## config.mk

```make
export PLATFORM = sky130hd
export DESIGN_NAME = region_fit_counter
export DESIGN_NICKNAME = d
export VERILOG_FILES = /design/src/rtl/region_fit_counter.sv
export SDC_FILE = /design/constraint.sdc
export NUM_CORES = 1
export LEC_CHECK = 0
export CORE_ASPECT_RATIO = 1.1
export CORE_MARGIN = 8
export CORE_UTILIZATION = 55
export DETAILED_ROUTE_END_ITERATION = 8
export HOLD_SLACK_MARGIN = 0.08
export PLACE_DENSITY = 0.78
export SLEW_MARGIN = 20
export SYNTH_ARGS = -nofsm -noshare
export SYNTH_HDL_FRONTEND = slang
export SYNTH_SLANG_ARGS = --single-unit
```

## constraint.sdc

```tcl
create_clock -name clk -period 9.6 [get_ports clk]
set_input_delay 2.4 -clock clk [delete_from_list [all_inputs] [get_ports clk]]
set_output_delay 2.4 -clock clk [all_outputs]
set_load 0.01 [all_outputs]
```

## src/rtl/region_fit_counter.sv

```systemverilog
// Counts how many rectangular regions can hold their listed shapes, checking either
// total cell area or whole-tile capacity, with one record entering a 4-stage pipeline every BEATS cycles.
module region_fit_counter #(
    parameter int NUM_SHAPES = 6,
    parameter int DIM_W      = 8,
    parameter int CNT_W      = 8,
    parameter int BEAT_W     = 32,
    parameter int SHAPE_AREA = 9,
    parameter int TILE       = 3,
    parameter int CNT_OUT_W  = 32
) (
    input  logic                 clk,
    input  logic                 rst,
    input  logic                 start,
    input  logic [CNT_OUT_W-1:0] num_regions,
    input  logic                 mode,
    input  logic [BEAT_W-1:0]    data_in,
    input  logic                 valid_in,
    output logic                 ready,
    output logic [CNT_OUT_W-1:0] fit_count,
    output logic [CNT_OUT_W-1:0] fail_count,
    output logic                 finished
);
    localparam int RECORD_W  = 2*DIM_W + NUM_SHAPES*CNT_W;
    localparam int BEATS     = (RECORD_W + BEAT_W - 1) / BEAT_W;
    localparam int IDX_W     = (BEATS > 1) ? $clog2(BEATS) : 1;
    localparam int BUF_N     = (BEATS > 1) ? BEATS - 1 : 1;
    localparam int NUM_PAIRS = (NUM_SHAPES + 1) / 2;
    localparam int PAIR_W    = CNT_W + 1;
    localparam int SUM_W     = CNT_W + ((NUM_SHAPES > 1) ? $clog2(NUM_SHAPES) : 1);
    localparam int PROD_W    = 2*DIM_W;
    localparam int REQ_W     = SUM_W + $clog2(SHAPE_AREA + 1);
    localparam int CMP_W     = (REQ_W > PROD_W) ? REQ_W : PROD_W;

    typedef enum logic [1:0] {IDLE, RUN, DRAIN, DONE} state_t;
    state_t state_reg, state_next;

    logic [IDX_W-1:0]     beat_idx_reg;
    logic [CNT_OUT_W-1:0] rec_cnt_reg, num_regions_reg;
    logic                 mode_reg;
    logic [BEAT_W-1:0]    beat_buf_reg [BUF_N];
    logic [BEATS*BEAT_W-1:0] full_rec;

    logic start_acc, accept, rec_done, last_record;

    assign ready       = (state_reg == RUN);
    assign finished    = (state_reg == DONE);
    assign start_acc   = start && (state_reg == IDLE || state_reg == DONE);
    assign accept      = valid_in && ready;
    assign rec_done    = accept && (beat_idx_reg == IDX_W'(BEATS - 1));
    assign last_record = (rec_cnt_reg + CNT_OUT_W'(1)) == num_regions_reg;

    // Pipeline valids, stage registers
    logic                rec_valid_reg, s1_valid_reg, s2_valid_reg, s3_valid_reg, s4_valid_reg;
    logic [RECORD_W-1:0] rec_reg;
    logic [DIM_W-1:0]    s1_w_reg, s1_h_reg;
    logic [CNT_W-1:0]    s1_shape_reg [NUM_SHAPES];
    logic [PROD_W-1:0]   s2_prod_reg, s2_tiles_reg, s3_prod_reg, s3_tiles_reg;
    logic [PAIR_W-1:0]   s2_pair_reg [NUM_PAIRS];
    logic [PAIR_W-1:0]   pair_next [NUM_PAIRS];
    logic [SUM_W-1:0]    s3_sum_reg, sum_next;
    logic                s4_fit_reg, fit_next;
    logic [CMP_W-1:0]    req_area;

    always_comb begin
        state_next = state_reg;
        case (state_reg)
            IDLE, DONE: if (start) state_next = (num_regions == '0) ? DONE : RUN;
            RUN:        if (rec_done && last_record) state_next = DRAIN;
            // Nothing enters in DRAIN, so the retiring record is the last one once the earlier stages are empty.
            DRAIN:      if (s4_valid_reg && !rec_valid_reg && !s1_valid_reg && !s2_valid_reg && !s3_valid_reg)
                            state_next = DONE;
            default:    state_next = IDLE;
        endcase
    end

    always_ff @(posedge clk) begin
        if (rst) begin
            state_reg       <= IDLE;
            beat_idx_reg    <= '0;
            rec_cnt_reg     <= '0;
            num_regions_reg <= '0;
            mode_reg        <= 1'b0;
        end else begin
            state_reg <= state_next;
            if (start_acc) begin
                beat_idx_reg    <= '0;
                rec_cnt_reg     <= '0;
                num_regions_reg <= num_regions;
                mode_reg        <= mode;
            end else if (accept) begin
                beat_idx_reg <= rec_done ? '0 : beat_idx_reg + IDX_W'(1);
                if (rec_done) rec_cnt_reg <= rec_cnt_reg + CNT_OUT_W'(1);
            end
        end
    end

    always_ff @(posedge clk) begin
        if (rst) begin
            for (int i = 0; i < BUF_N; i++) beat_buf_reg[i] <= '0;
        end else if (accept) begin
            for (int i = 0; i < BUF_N; i++)
                if (beat_idx_reg == IDX_W'(i)) beat_buf_reg[i] <= data_in;
        end
    end

    // Earlier beats come from the buffer; the final beat is taken straight off data_in.
    genvar gi;
    generate
        for (gi = 0; gi < BEATS; gi++) begin : g_asm
            if (gi == BEATS - 1) begin : g_last
                assign full_rec[gi*BEAT_W +: BEAT_W] = data_in;
            end else begin : g_prev
                assign full_rec[gi*BEAT_W +: BEAT_W] = beat_buf_reg[gi];
            end
        end
        for (gi = 0; gi < NUM_PAIRS; gi++) begin : g_pair
            if (2*gi + 1 < NUM_SHAPES) begin : g_two
                assign pair_next[gi] = PAIR_W'(s1_shape_reg[2*gi]) + PAIR_W'(s1_shape_reg[2*gi+1]);
            end else begin : g_one
                assign pair_next[gi] = PAIR_W'(s1_shape_reg[2*gi]);
            end
        end
    endgenerate

    always_comb begin
        sum_next = '0;
        for (int i = 0; i < NUM_PAIRS; i++) sum_next = sum_next + SUM_W'(s2_pair_reg[i]);
    end

    always_comb begin
        req_area = CMP_W'(s3_sum_reg) * CMP_W'(SHAPE_AREA);
        fit_next = mode_reg ? (CMP_W'(s3_sum_reg) <= CMP_W'(s3_tiles_reg))
                            : (req_area <= CMP_W'(s3_prod_reg));
    end

    always_ff @(posedge clk) begin
        if (rst) begin
            rec_valid_reg <= 1'b0;
            s1_valid_reg  <= 1'b0;
            s2_valid_reg  <= 1'b0;
            s3_valid_reg  <= 1'b0;
            s4_valid_reg  <= 1'b0;
        end else begin
            rec_valid_reg <= rec_done;
            s1_valid_reg  <= rec_valid_reg;
            s2_valid_reg  <= s1_valid_reg;
            s3_valid_reg  <= s2_valid_reg;
            s4_valid_reg  <= s3_valid_reg;
        end
    end

    always_ff @(posedge clk) begin
        rec_reg  <= full_rec[RECORD_W-1:0];
        s1_w_reg <= rec_reg[DIM_W-1:0];
        s1_h_reg <= rec_reg[2*DIM_W-1:DIM_W];
        for (int i = 0; i < NUM_SHAPES; i++) s1_shape_reg[i] <= rec_reg[2*DIM_W + i*CNT_W +: CNT_W];
        s2_prod_reg  <= PROD_W'(s1_w_reg) * PROD_W'(s1_h_reg);
        s2_tiles_reg <= PROD_W'(s1_w_reg / DIM_W'(TILE)) * PROD_W'(s1_h_reg / DIM_W'(TILE));
        for (int i = 0; i < NUM_PAIRS; i++) s2_pair_reg[i] <= pair_next[i];
        s3_sum_reg   <= sum_next;
        s3_prod_reg  <= s2_prod_reg;
        s3_tiles_reg <= s2_tiles_reg;
        s4_fit_reg   <= fit_next;
    end

    // Result counters saturate rather than wrap.
    always_ff @(posedge clk) begin
        if (rst || start_acc) begin
            fit_count  <= '0;
            fail_count <= '0;
        end else if (s4_valid_reg) begin
            if (s4_fit_reg && fit_count != '1)   fit_count  <= fit_count + CNT_OUT_W'(1);
            if (!s4_fit_reg && fail_count != '1) fail_count <= fail_count + CNT_OUT_W'(1);
        end
    end
endmodule

```

# Word level (Yosys, flattened, before mapping)
# Memory sizes are Yosys's and may differ from the RTL's. A register that Yosys moved wholly into a read port is not among the register bits.
# Cells that the tools add are included.
# totals
register_bits,293
latch_bits,0
mem_bits_rw,107
mem_bits_ro,0
inputBits,69
n_memories,3
# mem_list
name,words,word_bits,read_ports,rd_ports_with_merged_regs,wr,line_no,source
s1_shape_reg,6,8,6,0,6,57,logic [CNT_W-1:0] s1_shape_reg [NUM_SHAPES];
beat_buf_reg,1,32,1,1,1,41,logic [BEAT_W-1:0] beat_buf_reg [BUF_N];
s2_pair_reg,3,9,3,0,3,59,logic [PAIR_W-1:0] s2_pair_reg [NUM_PAIRS];
# classes
n_addsub,9
mul,3
div,2
order_cmp,2
eq_ne,9
shift,0
n_mux,15
bitwise,0
reduce_logical,26
# op_table
cell,n
$add 32x1->32 const B,3
$ne 32x32->1 const B,2
$div 8x2->16 const B,2
$eq 32x32->1,1
$logic_not 32->1,1
$mux 32,1
$reduce_or 32->1,1
$add 8x8->9,3
$le 11x16->1,1
$le 15x16->1,1
$mul 16x16->16,1
$mul 8x8->16,1
$mul 11x4->15 const B,1
$add 10x9->11,1
$add 9x9->10,1
$logic_and 1x1->1,10
$mux 1,9
$mux 2,4
$pmux 2 s3,1
$reduce_and 2->1,3
$logic_not 1->1,5
$eq 2x2->1 const B,2
$ne 2x2->1 const B,2
$reduce_or 2->1,2
6 further kinds,7

# Logic depth before layout (Yosys ltp)
# depth
depth_word,7
ltp_mapped,36
depth_no_buf,34

# Least setup slack after synthesis
# Ideal clock, no wire load.
# synth_path
path_kind,register to register
start,register s1_w_reg[6]
end,register s2_tiles_reg[15]
t_arrival_ns,7.375
required_ns,9.474
path_slack_ns,2.099
stages_incl_launch_ff,34
n_path_buf,2
cell_sequence,dfxtp_1 > clkbuf_1 > clkbuf_1 > ha_1 > nor4bb_1 > o21a_1 > o21ai_1 > and2_2 > a221o_1 > xnor2_1 > ha_1 > or3_1 > a2111oi_4 > a221o_1 > or2_1 > fa_1 > fa_1 > inv_1 > ha_1 > ha_1 > ha_1 > inv_1 > fa_1 > inv_1 > ha_1 > inv_1 > o21bai_1 > a21oi_1 > nor2b_1 > o21a_1 > o21ai_0 > nand2b_1 > a21oi_1 > o21ai_0
# synth_via
elab_chain_cells,2
# synth_rtl
element,line_no,source
from (decl),56,"logic [DIM_W-1:0] s1_w_reg, s1_h_reg;"
from (signal assigned),155,s1_w_reg <= rec_reg[DIM_W-1:0];
$div 8x2->16,159,s2_tiles_reg <= PROD_W'(s1_w_reg / DIM_W'(TILE)) * PROD_W'(s1_h_reg / DIM_W'(TILE));
$mul 16x16->16,159,
to (signal assigned),159,
to (decl),58,"logic [PROD_W-1:0] s2_prod_reg, s2_tiles_reg, s3_prod_reg, s3_tiles_reg;"
# Every way passes these cells.
# A chain may end at the register's enable or synchronous reset.

# Final worst setup path
# layout_path
start,register s1_w_reg[7]
end,register s2_tiles_reg[14]
# Same word-level chain as after synthesis.

==> flow_metrics.env <==
export IMPL_die_h_um=216
export IMPL_cts_hold_buffers=0
export IMPL_clock_sinks=400
export IMPL_critPathCaptureType="register"
export IMPL_post_cts_resized=0
export IMPL_drt_pre_antenna_iters=5
export IMPL_yosysTopAreaCell="dfxtp_1"
export IMPL_cts_setup_buffers=0
export IMPL_max_freq_ghz=0.117
export IMPL_synth_top_family_by_area="adder cells"
export IMPL_cts_tree="built"
export IMPL_core_area_sq_um=36000
export IMPL_cp_arrival_ps=9020
export IMPL_synth_seq_cells=400
export IMPL_root_buffer="clkbuf_16"
export IMPL_largest_reg_flops=64
export IMPL_antenna_found_initial=0
export IMPL_path_delay_family="adder cells"
export IMPL_numCtsBuffers=39
export IMPL_via_per_inst=5.34
export IMPL_netlist_area_sq_um=20000
export IMPL_synth_edf_count=32
export IMPL_ys_flop_type="dfxtp_1"
export IMPL_fp_dieW_um=198
export IMPL_synthToLayoutAreaGrowth_pct=15.5
export IMPL_grt_pass1_vias=14700
export IMPL_grt_ovfl_total=0
export IMPL_critPathBufInv=3
export IMPL_drc=0
export IMPL_dieArea_sq_um=42700
export IMPL_post_place_cells=2639
export IMPL_status="complete, no violations"
export IMPL_grt_max_degree=89
export IMPL_clkTransAtPathRegs_ps=60
export IMPL_synthSimpleGateAreaFrac=0.171
export IMPL_vias=14500
export IMPL_wl_um=41900
export IMPL_synth_top_area_share=0.368
export IMPL_finalSetupTns_ps=0
export IMPL_syn_nets=2400
export IMPL_fill_cells=2846
export IMPL_synth_cell_types=80
export IMPL_period_share=0.889
export IMPL_synth_adder_area_share=0.185
export IMPL_track_usage=0.196
export IMPL_hold_slack_ps=321
export IMPL_drv_slew=0
export IMPL_cp_max_fo=24
export IMPL_mostFrequentLayoutCells="dfxtp_1, inv_1, nand2_1, ha_1, nor2_1"
export IMPL_critPathSlowestCell="dfxtp_1"
export IMPL_layout_commonest_cell="dfxtp_1"
export IMPL_initial_core_util=0.556
export IMPL_maxCapViolCount=0
export IMPL_finalCriticalPeriod_ps=8540
export IMPL_pin_count=135
export IMPL_crit_required_ps=10080
export IMPL_crit_top_cell="ha_1"
export IMPL_worstHoldPathCells=0
export IMPL_powerDensity_nw_per_um2=293
export IMPL_place_hpwl_um=31900
export IMPL_async_flop_share=0
export IMPL_critical_path_max_stage_delay_ps=790
export IMPL_rsz0062_at_grt="no"
export IMPL_start_kind="register"
export IMPL_gp_congestion=0.871
export IMPL_wire_per_inst_um=15.5
export IMPL_r2r_cells=28
export IMPL_irDropWorstVdd_mv=0.240
export IMPL_final_antenna_net_count=0
export IMPL_muxShareOfSynthArea=0.00413
export IMPL_grt_pass1_wl_um=69900
export IMPL_clk_latency_ps=550
export IMPL_cts_max_path_buffers=3
export IMPL_fp_row_count=73
export IMPL_worst_setup_path_type="reg2reg"
export IMPL_drtIter0Drc=724
export IMPL_avgSynthCellArea_sq_um=9.60
export IMPL_hp_class="reg2reg"
export IMPL_p_leak_nw=9.86
export IMPL_fin_worst_skew_ps=16.2
export IMPL_drive_gt1_frac=0.0463
export IMPL_io_buffers=134
export IMPL_finalHoldViolCount=0
export IMPL_cp_depth=28
export IMPL_syn_inst=2082
export IMPL_ctsHtreeMaxLevel=2
export IMPL_tightest_slew_ps=1050
export IMPL_synth_xor_area_frac=0.0806
export IMPL_synth_area_leaders="dfxtp_1, ha_1, fa_1"
export IMPL_finalSetupViolations=0
export IMPL_timing_slew_headroom=0.291
export IMPL_fin_nets=2511
export IMPL_yosysSeqAreaShare=0.417
export IMPL_final_instance_count_excl_fill=2710
export IMPL_diodes=0
export IMPL_synth_compound_area_frac=0.0901
export IMPL_yosys_warnings=0
## cell usage after synthesis, types with 53 or more instances
cell / number
xor2_1: 74
and2_1: 73
a21oi_1: 115
nand2_1: 186
o21ai_0: 53
dfxtp_1: 368
clkbuf_1: 58
fa_1: 75
nor2_1: 170
xnor2_1: 110
ha_1: 174
inv_1: 201
## path summary, 6_finish.rpt
kind | start | end | slack, ps
worst max-delay path | s1_w_reg[7] | s2_tiles_reg[14] | 1060
worst max register to register | s1_w_reg[7] | s2_tiles_reg[14] | 1060
worst min-delay path | rec_reg[54] | s1_shape_reg[4][6] | 320
worst min register to register | rec_reg[54] | s1_shape_reg[4][6] | 320
## kinds of logic (layout without fill, tap and decap cells)
group	after synthesis	count (layout)
adder cells (fa/ha/maj)	251	251
AND/OR/NAND/NOR	684	684
multiplexers	8	8
XOR/XNOR	184	184
AO/OA/AOI/OAI	284	284
buffers and inverters	271	412
flip-flops	400	400
## layer usage
metal | GRT usage | vias up | part of all wire
met3 | 0.0322 | 94 | 0.048
met2 | 0.358 | 342 | 0.51
met5 | 0 | - | 0
met4 | 0.0660 | 0 | 0.030
li1 | - | 7148 | -
met1 | 0.230 | 6879 | 0.41
## worst register-to-register path: cells and delay by family, from the launching register on
kind                     cells  cell delay, ps
AO/OA/AOI/OAI               10            2720
XOR/XNOR                     2             390
adder cells (fa/ha/maj)      9            3210
buffers and inverters        3             140
flip-flops                   1             790
AND/OR/NAND/NOR              4            1210
## where the power goes
group | switching, mW | internal (mW)
clock | 0.654 | 0.967
sequential | 0.189 | 2.00
combinational | 1.64 | 1.32
total | 2.49 | 4.29
## stage by stage
step           instance area [sq um]   util  power (mW)  worst slack, ps
2_1_floorplan                  20000      -        4.46             2100
3_3_place_gp                   21700  0.603        5.06             1460
3_5_place_dp                   21700  0.603        5.20             1110
4_1_cts                        23100  0.642        6.85             1080
5_1_grt                        23100  0.642        7.37              387
6_report                       23100  0.642        6.77             1060
## cell type report
type                       instances  area, sq um  share of cell area
multi-input combinational       1411        10600               0.460
clock inverter                    20          284              0.0123
inverter                         201          754              0.0327
timing repair buffer             140         1390              0.0600
clock buffer                      51         1110              0.0482
tap                              487          609              0.0264
sequential                       400         8330               0.361
(Power assumes the default switching activity.)
==> edit: new RTL, config.mk and constraints unchanged <==
Encoding of `state_t`: now one-hot (4 bits for 4 states).
--- a/src/rtl/region_fit_counter.sv
+++ b/src/rtl/region_fit_counter.sv
@@ -34,3 +34,3 @@
 
-    typedef enum logic [1:0] {IDLE, RUN, DRAIN, DONE} state_t;
+    typedef enum logic [3:0] {IDLE = 4'b0001, RUN = 4'b0010, DRAIN = 4'b0100, DONE = 4'b1000} state_t;
     state_t state_reg, state_next;
Formal check against the unedited RTL: no difference found for any inputs over 4 cycles, from zero or initial values and one cycle with rst high; so few cycles prove little.
==> edit against the original RTL <==
Non-clock buffer count is 3 higher. Critical endpoint is now s2_tiles_reg[15]. Design area is 1.3% higher. Critical path type unchanged. Worst setup slack better by 0.10 ns. Sequential cell count is 2 higher. Area after synthesis is 1.5% higher. Wire length is 8.2% higher.
Power is not compared: it rests on default switching activity, and its combinational part moved more than twofold at a synthesized area within 25%.
==> edit: results (changes against the original RTL) <==
largest net degree at the start of global routing -> 99 (+11%)
hold wc startpoint -> s2_tiles_reg[1]
share of layout cells above drive strength 1 -> 3.866% (-0.77 points)
final net count -> 2,558 (+1.9%)
DP Area -> 22,000 sq um (+1.4%)
Placed Cells -> 2,688 (+1.9%)
Post-Syn Instances -> 2,140 (+2.8%)
sequential area share after synthesis -> 41.25% (-0.41 points)
Fillers -> 2,889 (+1.5%)
worst hold slack -> 0.3203 ns (-0.0003170 ns)
WL per Instance -> 16.39 um (+6.0%)
Syn Nets -> 2,454 (+2.3%)
CTS clk-pin slew, worst paths -> 0.06 ns (about the same)
pre-CTS setup slack -> 1.198 ns (+0.08677 ns)
Final period util -> 87.86% (-1.1 points)
status -> completed
Initial DRC Count -> 984 (+36%)
first-pass GRT wire length -> 75,510 um (+8.1%)
Reg2Reg Depth -> 31 (+11%)
WHS Endpoint -> s3_tiles_reg[1]
total track usage -> 21.02% (+1.4 points)
initial antenna violation count -> 7 (+7)
largest cells by area after synthesis -> dfxtp_1 (37%), ha_1 (10%), fa_1 (7.4%)
via total after detailed routing -> 15,110 (+4.4%)
hpwl dp -> 33,700 um (+5.7%)
CTS buffer count -> 41 (+5.1%)
Reg2Reg Launch Point -> s1_w_reg[4]
crit path capture -> s2_tiles_reg[15]
vias per inst -> 5.463 (+2.4%)
synth cell count leaders -> dfxtp_1 (370), nand2_1 (202), inv_1 (198), ha_1 (170), nor2_1 (143)
crit path DAT -> 8.85 ns (-0.17 ns)
gpl congestion -> 0.8844 (+1.6%)
Cell variety after synth -> 78 (-2.5%)
slew margin rel. -> 27.17% (-1.9 points)
clk_skew -> 0.01950 ns (+0.003340 ns)
vias in the first global route -> 15,640 (+6.4%)
edit: metal layers:
layer | global-route usage [%] | up-vias | part of all wire [%]
li1 | - | 7431 | -
met1 | 25.77 | 7187 | 42
met2 | 35.63 | 382 | 48
met3 | 4.368 | 95 | 5.7
met4 | 8.455 | 10 | 3.4
met5 | 0 | - | 0.15
edit: kinds of logic (layout without fill, tap and decap cells):
group                      count (synthesis)  after routing  share of synthesized area, %
other                                      0              2                             0
muxes                                      8              8                        0.4132
and+or+nand+nor                          706            706                         17.72
adders and majority gates                245            245                         17.88
xor gates and xnor gates                 168            168                         7.253
AOI/OAI and AO/OA                        331            331                         10.21
DFF                                      402            402                         41.25
buffers and inverters                    280            416                         5.267
edit: worst register-to-register path, delay by kind of cell (launching register included):
kind	cells	cell delay [ns]
adder cells (fa/ha/maj)	8	2.86
AND/OR/NAND/NOR	5	1.25
XOR/XNOR	2	0.40
buffers and inverters	4	0.21
AO/OA/AOI/OAI	12	2.79
flip-flops	1	0.80
edit: power breakdown:
group	switching (W)	internal [W]
Sequential	0.000101	0.00187
Combinational	0.000772	0.000671
Clock	0.000651	0.000956
edit: area by class of cell:
| cell class | count | area (sq um) | area share, % |
|---|---|---|---|
| multi-input combinational | 1458 | 10880 | 46.50 |
| sequential | 402 | 8368 | 35.78 |
| timing repair buffer | 143 | 1409 | 6.024 |
| clock buffer | 57 | 1149 | 4.911 |
| inverter | 198 | 743.2 | 3.178 |
| tap | 487 | 609.3 | 2.605 |
| clock inverter | 18 | 230.2 | 0.9843 |
| antenna | 2 | 5.005 | 0.02140 |
